==> config.mk <==
export PLATFORM = sky130hd
export DESIGN_NAME = mp_result_fifo
export DESIGN_NICKNAME = d
export VERILOG_FILES = /design/src/rtl/mp_pkg.sv /design/src/rtl/mp_rfifo_mem.sv /design/src/rtl/mp_result_fifo.sv
export SDC_FILE = /design/constraint.sdc
export NUM_CORES = 1
export LEC_CHECK = 0
export CELL_PAD_IN_SITES_DETAIL_PLACEMENT = 1
export CELL_PAD_IN_SITES_GLOBAL_PLACEMENT = 1
export CORE_ASPECT_RATIO = 1.5
export CORE_MARGIN = 2
export CORE_UTILIZATION = 48
export CTS_CLUSTER_SIZE = 40
export DETAILED_ROUTE_END_ITERATION = 7
export PLACE_DENSITY_LB_ADDON = 0.1
export SETUP_SLACK_MARGIN = 0.1
export SLEW_MARGIN = 30
export SYNTH_ARGS = -nofsm -noshare
export SYNTH_HDL_FRONTEND = slang
export SYNTH_HIERARCHICAL = 1
export SYNTH_SLANG_ARGS = --single-unit
==> constraint.sdc <==
create_clock -name clk -period 9.9 [get_ports clk]
set_clock_uncertainty 0.05 [all_clocks]
set_input_delay 1.98 -clock clk [delete_from_list [all_inputs] [get_ports clk]]
set_output_delay 1.98 -clock clk [all_outputs]
set_load 0.005 [all_outputs]
==> src/rtl/mp_pkg.sv <==
// ============================================================================
// Module   : mp_pkg
// Purpose  : Shared definitions for the main-processor result FIFO: register
//            offsets of the slave port, bus/result widths and a helper that
//            packs the STATUS register word.
// Ports    : none (package)
// Revision : 1.0 - initial release
// ============================================================================
`default_nettype none

package mp_pkg;

  // Result and slave bus widths
  localparam int MP_RES_W  = 64;
  localparam int MP_BUS_AW = 16;
  localparam int MP_BUS_DW = 32;

  // Register offsets (only s_addr[3:0] is decoded)
  localparam logic [3:0] MP_RF_DATA   = 4'h0;
  localparam logic [3:0] MP_RF_STATUS = 4'h1;
  localparam logic [3:0] MP_RF_INT_EN = 4'h2;
  localparam logic [3:0] MP_RF_CTRL   = 4'h3;
  localparam logic [3:0] MP_RF_THRESH = 4'h4;

  // STATUS layout: {50'b0, overflow, full, empty, 1'b0, count[9:0]}
  function automatic logic [MP_RES_W-1:0] mp_status_word(
    input logic       overflow,
    input logic       full,
    input logic       empty,
    input logic [9:0] count
  );
    return {50'b0, overflow, full, empty, 1'b0, count};
  endfunction

endpackage

`default_nettype wire

==> src/rtl/mp_rfifo_mem.sv <==
// ============================================================================
// Module   : mp_rfifo_mem
// Purpose  : DEPTH x W storage array for the result FIFO. Synchronous write,
//            asynchronous (combinational) read at the read pointer.
// Ports    : clk       - system clock
//            i_we      - write enable
//            i_wr_ptr  - write address
//            i_wr_data - write data
//            i_rd_ptr  - read address
//            o_rd_data - word stored at i_rd_ptr
// Revision : 1.0 - initial release
// ============================================================================
`default_nettype none

module mp_rfifo_mem #(
  parameter int DEPTH = 8,
  parameter int AW    = 3,
  parameter int W     = 64
) (
  input  logic          clk,
  input  logic          i_we,
  input  logic [AW-1:0] i_wr_ptr,
  input  logic [W-1:0]  i_wr_data,
  input  logic [AW-1:0] i_rd_ptr,
  output logic [W-1:0]  o_rd_data
);

  // Storage carries no reset: the pointers/count define which entries are valid.
  logic [W-1:0] r_mem [DEPTH];

  always_ff @(posedge clk) begin
    if (i_we) begin
      r_mem[i_wr_ptr] <= i_wr_data;
    end
  end

  assign o_rd_data = r_mem[i_rd_ptr];

endmodule

`default_nettype wire

==> src/rtl/mp_result_fifo.sv <==
// ============================================================================
// Module   : mp_result_fifo
// Purpose  : Buffers 64-bit ALU/multiplier results pushed by the pipeline over
//            a valid/ready handshake. The host pops results and reads status
//            through a slave register port; interrupt_out is raised while
//            results are pending.
// Config   : MP_RFIFO_THRESH_EN - adds THRESH register (offset 0x4) and makes
//            the interrupt fire when count >= THRESH.
// Ports    : clk, reset_n (async, active-low)
//            res_valid/res_data/res_ready - result push handshake
//            s_sel/s_wr/s_addr/s_din      - slave register access
//            s_dout                       - registered read data
//            interrupt_out                - registered interrupt request
// Revision : 1.0 - initial release
// ============================================================================
`default_nettype none

module mp_result_fifo
  import mp_pkg::*;
#(
  parameter int DEPTH = 8,
  parameter int AW    = 3
) (
  input  logic                 clk,
  input  logic                 reset_n,
  input  logic                 res_valid,
  input  logic [MP_RES_W-1:0]  res_data,
  output logic                 res_ready,
  input  logic                 s_sel,
  input  logic                 s_wr,
  input  logic [MP_BUS_AW-1:0] s_addr,
  input  logic [MP_BUS_DW-1:0] s_din,
  output logic [MP_RES_W-1:0]  s_dout,
  output logic                 interrupt_out
);

  localparam logic [AW:0] C_DEPTH = (AW+1)'(DEPTH);

  logic [AW-1:0]       r_wr_ptr;
  logic [AW-1:0]       r_rd_ptr;
  logic [AW:0]         r_count;
  logic                r_overflow;
  logic                r_int_en;
  logic [MP_RES_W-1:0] r_dout;
  logic                r_irq;

  logic                w_full;
  logic                w_empty;
  logic                w_rd;
  logic                w_wr;
  logic [3:0]          w_addr;
  logic                w_pop;
  logic                w_push;
  logic                w_flush;
  logic                w_ovf_set;
  logic                w_ovf_clr;
  logic                w_int_next;
  logic [MP_RES_W-1:0] w_head;
  logic [MP_RES_W-1:0] w_rd_data;
  logic [9:0]          w_count10;

  assign w_full    = (r_count == C_DEPTH);
  assign w_empty   = (r_count == '0);
  assign w_rd      = s_sel && !s_wr;
  assign w_wr      = s_sel && s_wr;
  assign w_addr    = s_addr[3:0];
  assign w_count10 = 10'(r_count);

  // Flush takes priority over a simultaneous push; the discarded push does
  // not count as an overflow.
  assign w_flush   = w_wr && (w_addr == MP_RF_CTRL) && s_din[0];
  assign w_ovf_clr = w_wr && (w_addr == MP_RF_CTRL) && s_din[1];
  assign w_pop     = w_rd && (w_addr == MP_RF_DATA) && !w_empty;
  assign w_push    = res_valid && !w_full && !w_flush;
  assign w_ovf_set = res_valid && w_full && !w_flush;

  assign res_ready     = !w_full;
  assign s_dout        = r_dout;
  assign interrupt_out = r_irq;

  mp_rfifo_mem #(
    .DEPTH (DEPTH),
    .AW    (AW),
    .W     (MP_RES_W)
  ) u_mem (
    .clk       (clk),
    .i_we      (w_push),
    .i_wr_ptr  (r_wr_ptr),
    .i_wr_data (res_data),
    .i_rd_ptr  (r_rd_ptr),
    .o_rd_data (w_head)
  );

`ifdef MP_RFIFO_THRESH_EN
  logic [AW:0] r_thresh;

  always_ff @(posedge clk or negedge reset_n) begin
    if (!reset_n) begin
      r_thresh <= (AW+1)'(1);
    end else if (w_wr && (w_addr == MP_RF_THRESH)) begin
      r_thresh <= s_din[AW:0];
    end
  end

  assign w_int_next = r_int_en && (r_count >= r_thresh);
`else
  assign w_int_next = r_int_en && !w_empty;
`endif

  // Read data mux for the registered slave port
  always_comb begin
    w_rd_data = '0;
    case (w_addr)
      MP_RF_DATA:   w_rd_data = w_empty ? '0 : w_head;
      MP_RF_STATUS: w_rd_data = mp_status_word(r_overflow, w_full, w_empty, w_count10);
      MP_RF_INT_EN: w_rd_data = {{(MP_RES_W-1){1'b0}}, r_int_en};
`ifdef MP_RFIFO_THRESH_EN
      MP_RF_THRESH: w_rd_data = MP_RES_W'(r_thresh);
`endif
      default:      w_rd_data = '0;
    endcase
  end

  // Pointers and occupancy
  always_ff @(posedge clk or negedge reset_n) begin
    if (!reset_n) begin
      r_wr_ptr <= '0;
      r_rd_ptr <= '0;
      r_count  <= '0;
    end else if (w_flush) begin
      r_wr_ptr <= '0;
      r_rd_ptr <= '0;
      r_count  <= '0;
    end else begin
      if (w_push) begin
        r_wr_ptr <= r_wr_ptr + 1'b1;
      end
      if (w_pop) begin
        r_rd_ptr <= r_rd_ptr + 1'b1;
      end
      if (w_push && !w_pop) begin
        r_count <= r_count + 1'b1;
      end else if (w_pop && !w_push) begin
        r_count <= r_count - 1'b1;
      end
    end
  end

  // Status/control registers, read data and interrupt
  always_ff @(posedge clk or negedge reset_n) begin
    if (!reset_n) begin
      r_overflow <= 1'b0;
      r_int_en   <= 1'b0;
      r_dout     <= '0;
      r_irq      <= 1'b0;
    end else begin
      // A new overflow event wins over a same-cycle clear so it is never lost
      if (w_ovf_set) begin
        r_overflow <= 1'b1;
      end else if (w_ovf_clr) begin
        r_overflow <= 1'b0;
      end
      if (w_wr && (w_addr == MP_RF_INT_EN)) begin
        r_int_en <= s_din[0];
      end
      if (w_rd) begin
        r_dout <= w_rd_data;
      end
      r_irq <= w_int_next;
    end
  end

  // Address and data bits outside the decoded range are intentionally ignored
  logic w_unused_bits;
  assign w_unused_bits = ^{s_addr[MP_BUS_AW-1:4], s_din[MP_BUS_DW-1:2]};

endmodule

`default_nettype wire

# Word level (Yosys, flattened, before mapping)
# Memory sizes are Yosys's and may differ from the RTL's.
# Cells that the tools add are included.
dict set report word_totals {
  ff_bits 77
  mem_bits_rw 512
  in_bits 117
  output_inout_bits 66
  wordCells 56
  n_memories 1
}
dict set report op_classes {
  add_sub_neg 4
  n_eq_ne 4
  n_mux 13
  n_reduce_logical 27
}
# memory words width read_ports rd_ports_with_merged_regs write_ports line
set mem_list {}
lappend mem_list {u_mem.r_mem 8 64 1 0 1 mp_rfifo_mem.sv:29} ;# logic [W-1:0] r_mem [DEPTH];
# cell n
set op_table {}
lappend op_table {{one-hot mux 64 bit (3 select lines)} 1}
lappend op_table {{2-to-1 mux 64 bit} 1}
lappend op_table {{logical AND 1 bit} 15}
lappend op_table {{2-to-1 mux 3 bit} 4}
lappend op_table {{2-to-1 mux 4 bit} 3}
lappend op_table {{== test 4 x 2 -> 1 bit, second input constant} 2}
lappend op_table {{logical NOT 4 bit} 2}
lappend op_table {{adder 3 x 1 -> 3 bit, second input constant} 2}
lappend op_table {{logical NOT 1 bit} 6}
lappend op_table {{nonzero test 2 bit} 3}
lappend op_table {{adder 4 x 1 -> 4 bit, second input constant} 1}
lappend op_table {{== test 4 x 1 -> 1 bit, second input constant} 1}
lappend op_table {{== test 4 bit, second input constant} 1}
lappend op_table {{2-to-1 mux 1 bit} 4}
lappend op_table {{subtractor 4 x 1 -> 4 bit, second input constant} 1}
lappend op_table {{nonzero test 3 bit} 1}

# Logic depth before layout (Yosys ltp)
dict set report logic_depth {
  ltp_word 10
  mapped_depth 9
  depth_no_buf 9
}

# By module
# The synthesis kept the hierarchy.
# module instances cells_per_inst area_per_inst_um2 seq_area_each_um2
set by_module_without_submodules {}
lappend by_module_without_submodules {mp_rfifo_mem 1 752 19266.0 15374.7}
lappend by_module_without_submodules {mp_result_fifo 1 239 3109.2 1926.8}

# Least setup slack after synthesis
# OpenSTA, ideal clock, no wires.
dict set report synth_timing {
  kind {input port to flip-flop}
  from {input s_sel}
  to {memory u_mem.r_mem[0][0] (enable)}
  setup_ps 565
  arrival_time_ps 7087
  required_time_ps 9285
  slack_ps 2199
  path_stages 6
  n_path_buf 1
  cell_sequence {nor4bb_1 -> and4_1 -> clkbuf_1 -> nor2_1 -> nand2b_1 -> nor3_1}
}
dict set report synth_between {
  elab_chain_cells 7
}
# item line
set synth_rtl {}
lappend synth_rtl {{start: declaration} mp_result_fifo.sv:29} ;# input logic s_sel,
lappend synth_rtl {{logical AND 1 bit} mp_result_fifo.sv:65} ;# assign w_wr = s_sel && s_wr;
lappend synth_rtl {{logical AND 1 bit (2 in a row)} mp_result_fifo.sv:71} ;# assign w_flush = w_wr && (w_addr == MP_RF_CTRL) && s_din[0];
lappend synth_rtl {{logical NOT 1 bit} mp_result_fifo.sv:74} ;# assign w_push = res_valid && !w_full && !w_flush;
lappend synth_rtl {{logical AND 1 bit} mp_result_fifo.sv:74}
lappend synth_rtl {{net w_push} mp_result_fifo.sv:53} ;# logic w_push;
lappend synth_rtl {{2-to-1 mux 1 bit} mp_rfifo_mem.sv:32} ;# if (i_we) begin
lappend synth_rtl {{2-to-1 mux 1 bit (not written as such)} mp_rfifo_mem.sv:33} ;# r_mem[i_wr_ptr] <= i_wr_data;
lappend synth_rtl {{end: declaration} mp_rfifo_mem.sv:29}
# The timed path passes the listed nets, and every way through them passes these cells.

# Worst setup path after layout
dict set report layout_timing {
  from {input s_sel}
  to {memory u_mem.r_mem[2][56] (enable)}
}
# The elaborated chain is that of the path after synthesis.

==> metrics <==
status=complete, no violations; Chip Height=268 um; Req. time, crit path=10.05 ns; number of global-route vias before repair=11665; CP Class=in -> reg; fmax=205 MHz; All-Layer GR Usage=0.203; asr flop ratio synth=0.131; DPL Wire Length=25700 um; CTS Hold Bufs=0; crit-path max cell delay=0.79 ns; Main synth FF type=edfxtp_1; Post-CTS Resized=0; Core ar.=around 46000 sq um; Distinct cells, synth=39; Hold Path Origin=s_dout[0]; # Max-Cap Violations=0; Layout Nets=1280; clk_lat worst skew=a little under 0.6 ns; Worst setup EP type=register; final global-route overflow total=0; utilization after layout=0.570; DR pass1 iterations=5; largest net degree at the start of global routing=68; synth warn=6; final number of setup-violating endpoints=0; Endpoint, Worst Hold=s_dout[0]; row count=96; largest delay contributor family on the critical path=simple AND/OR/NAND/NOR gates; Slew @ Worst Pin=0.968 ns; Clock Path Buffers=3; H-tree depth=2; area grow syn2layout=16.9%; post-CTS setup buffers=0; unrepaired setup endpoints after global routing=no; initial antenna violation count=3; share of cells above drive strength 1=0.256; critical path arrival=5.03 ns; syn_area_per_cell=22.6 sq um; top-count cell post-synth=edfxtp_1; global-route wire length before repair=72900 um; post-synthesis sequential area ratio=0.773; min-delay worst type=reg -> reg; io pins=approximately 180; FILL cells=3909; Clock transition at path regs=0.06 ns; Crit-path slowest cell=nor2_4; period utilization=0.493; Mapped Nets=approximately 1100; placer congestion estimate=0.717; hold slack=0.439 ns; Cells after Synth=991; Yosys top cell area share=0.687; DR vias/cell=just under 6; Initial Util=0.488; CTS Root Cell=clkbuf_16; area leader, netlist=edfxtp_1; CP max FO=42; Setup TNS=0 ns; synth top area cells=edfxtp_1 (69%), mux4_2 (13%), dfrtp_1 (8.6%), mux2_2 (3.3%), a22o_1 (2.3%); DR DRC count=0; CTS tree=yes; CP Buf/Inv Count=2; die area=48400 sq um; Pwr Density=247 nW/um^2; Yosys reg bits=between 500 and 600; most instantiated cells after synthesis=edfxtp_1 (512), mux4_2 (128), dfrtp_1 (77), mux2_2 (65), a22o_1 (58); worst ir drop on vdd=0.178 mV; minimum clock period=4.88 ns; hold violation count in the final report=0; launch point of the worst reg-to-reg path=r_count[1]; CTS sink cnt=589; final max-slew violation count=0; number of routed nets with antenna violations=0; EDFF count, synth=roughly 500; Die Wd=180 um; cell area after synthesis=22400 sq um; R2R cell count=7; drt wl/cell=26.8 um; hold path depth=2; R2R setup slack=6.36 ns; startpoint types=primary input; DRT Wirelength=48000 um; DR iter-0 viols=between 600 and 700; reg2reg end=u_mem/r_mem[2][56]; Final Total Pwr=0.00646 W; Max-slew headroom=0.355; CTS Buf Count=54; crit path cell chain=clkdlybuf4s50_1 > nor4bb_1 > and4_1 > nor2_1 > nand2b_1 > nor2_4 > buf_4; port bufs=140; via count=10390; Leakage=around 8.6 nW
state kept, by name (all words and copies together), names as in the netlist:
register       flops
r_count            4
r_overflow         1
r_int_en           1
s_dout            64
interrupt_out      1
r_rd_ptr           3
u_mem/r_mem      512
r_wr_ptr           3
worst max path at each step:
stage / start / endpoint / slack (ns) / depth (start not counted)
after floorplan: s_sel / u_mem/r_mem[0][0] / 2.20 / 6
after global routing: s_sel / u_mem/r_mem[2][17] / 4.82 / 7
after CTS: s_sel / u_mem/r_mem[2][20] / 4.96 / 7
after detailed placement: s_sel / u_mem/r_mem[2][28] / 4.36 / 7
after global placement: s_sel / u_mem/r_mem[2][28] / 4.39 / 7
final: s_sel / u_mem/r_mem[2][56] / 5.02 / 7
through the flow:
| step | worst slack, ns | cell area [sq um] | cells |
|---|---|---|---|
| 3_3_place_gp | 4.39 | 24400 | 1690 |
| 6_report | 5.02 | 26200 | 1792 |
| 5_1_grt | 4.82 | 26200 | 1792 |
| 4_1_cts | 4.96 | 26200 | 1791 |
| 2_1_floorplan | 2.20 | 22400 | 991 |
| 3_5_place_dp | 4.36 | 24500 | 1690 |
cell usage in the layout, fill, tap and decap left out, types with 2 or more instances in the layout:
cell,netlist,routed
clkbuf_16,0,55
inv_1,6,6
clkinv_1,0,2
buf_4,5,18
buf_6,11,4
a22oi_1,7,7
nor3_2,0,2
xnor2_1,3,3
xor2_1,2,2
clkdlybuf4s50_1,0,139
nand2b_1,6,5
nor2_1,14,8
nand3_1,3,3
dfrtp_4,0,3
mux2i_1,6,6
ha_1,4,4
nor2_4,0,6
nand4_1,2,2
nor2b_1,3,3
edfxtp_1,512,512
a21oi_1,3,3
mux2_2,65,65
mux4_2,128,128
nand2_1,19,19
a22o_1,58,58
o21ai_0,7,7
clkbuf_1,17,23
dfrtp_1,77,74
clkbuf_8,0,11
clkinv_2,0,7
power by group:
| group | internal (W) | switching (W) |
|---|---|---|
| Sequential | 0.00307 | 0.000162 |
| Clock | 0.00114 | 0.000862 |
| Combinational | 0.000616 | 0.000614 |
worst min-delay path: cells and delay by family (launching register included):
family | cells | cell delay [ns]
compound gates | 1 | 0.06
flops | 1 | 0.34
simple gates | 1 | 0.05
cells by family (layout without fill, tap and decap cells):
logic type,Yosys count,after routing,synth area share
DFF,589,589,0.773
muxes,199,199,0.164
AOI/OAI and AO/OA,78,78,0.0285
and+or+nand+nor,58,58,0.0139
buffers and inverters,56,268,0.0143
xor gates and xnor gates,6,6,0.00268
adders and majority gates,5,5,0.00313
other,0,1,0
per-layer routing:
metal | routed length (um) | track usage | part of all wire | up-vias
met2 | 25400 | 0.368 | 0.53 | 227
met4 | 772 | 0.0473 | 0.016 | 4
met1 | 19800 | 0.262 | 0.41 | 5639
li1 | - | - | - | 4464
met5 | 30 | 0 | 0.00063 | -
met3 | 2010 | 0.0294 | 0.042 | 56
layout make-up:
type	instances	area, sq um	share of cell area
flip-flops and latches	589	17300	0.662
multi-input cells	346	4820	0.184
clock buffers	89	1610	0.0617
repair buffers	161	1570	0.0601
well taps	588	736	0.0281
clock inverters	12	90.1	0.00344
inverters	6	22.5	0.000861
diodes	1	2.50	0.0000956
No activity file was read; power rests on OpenSTA's default activity.
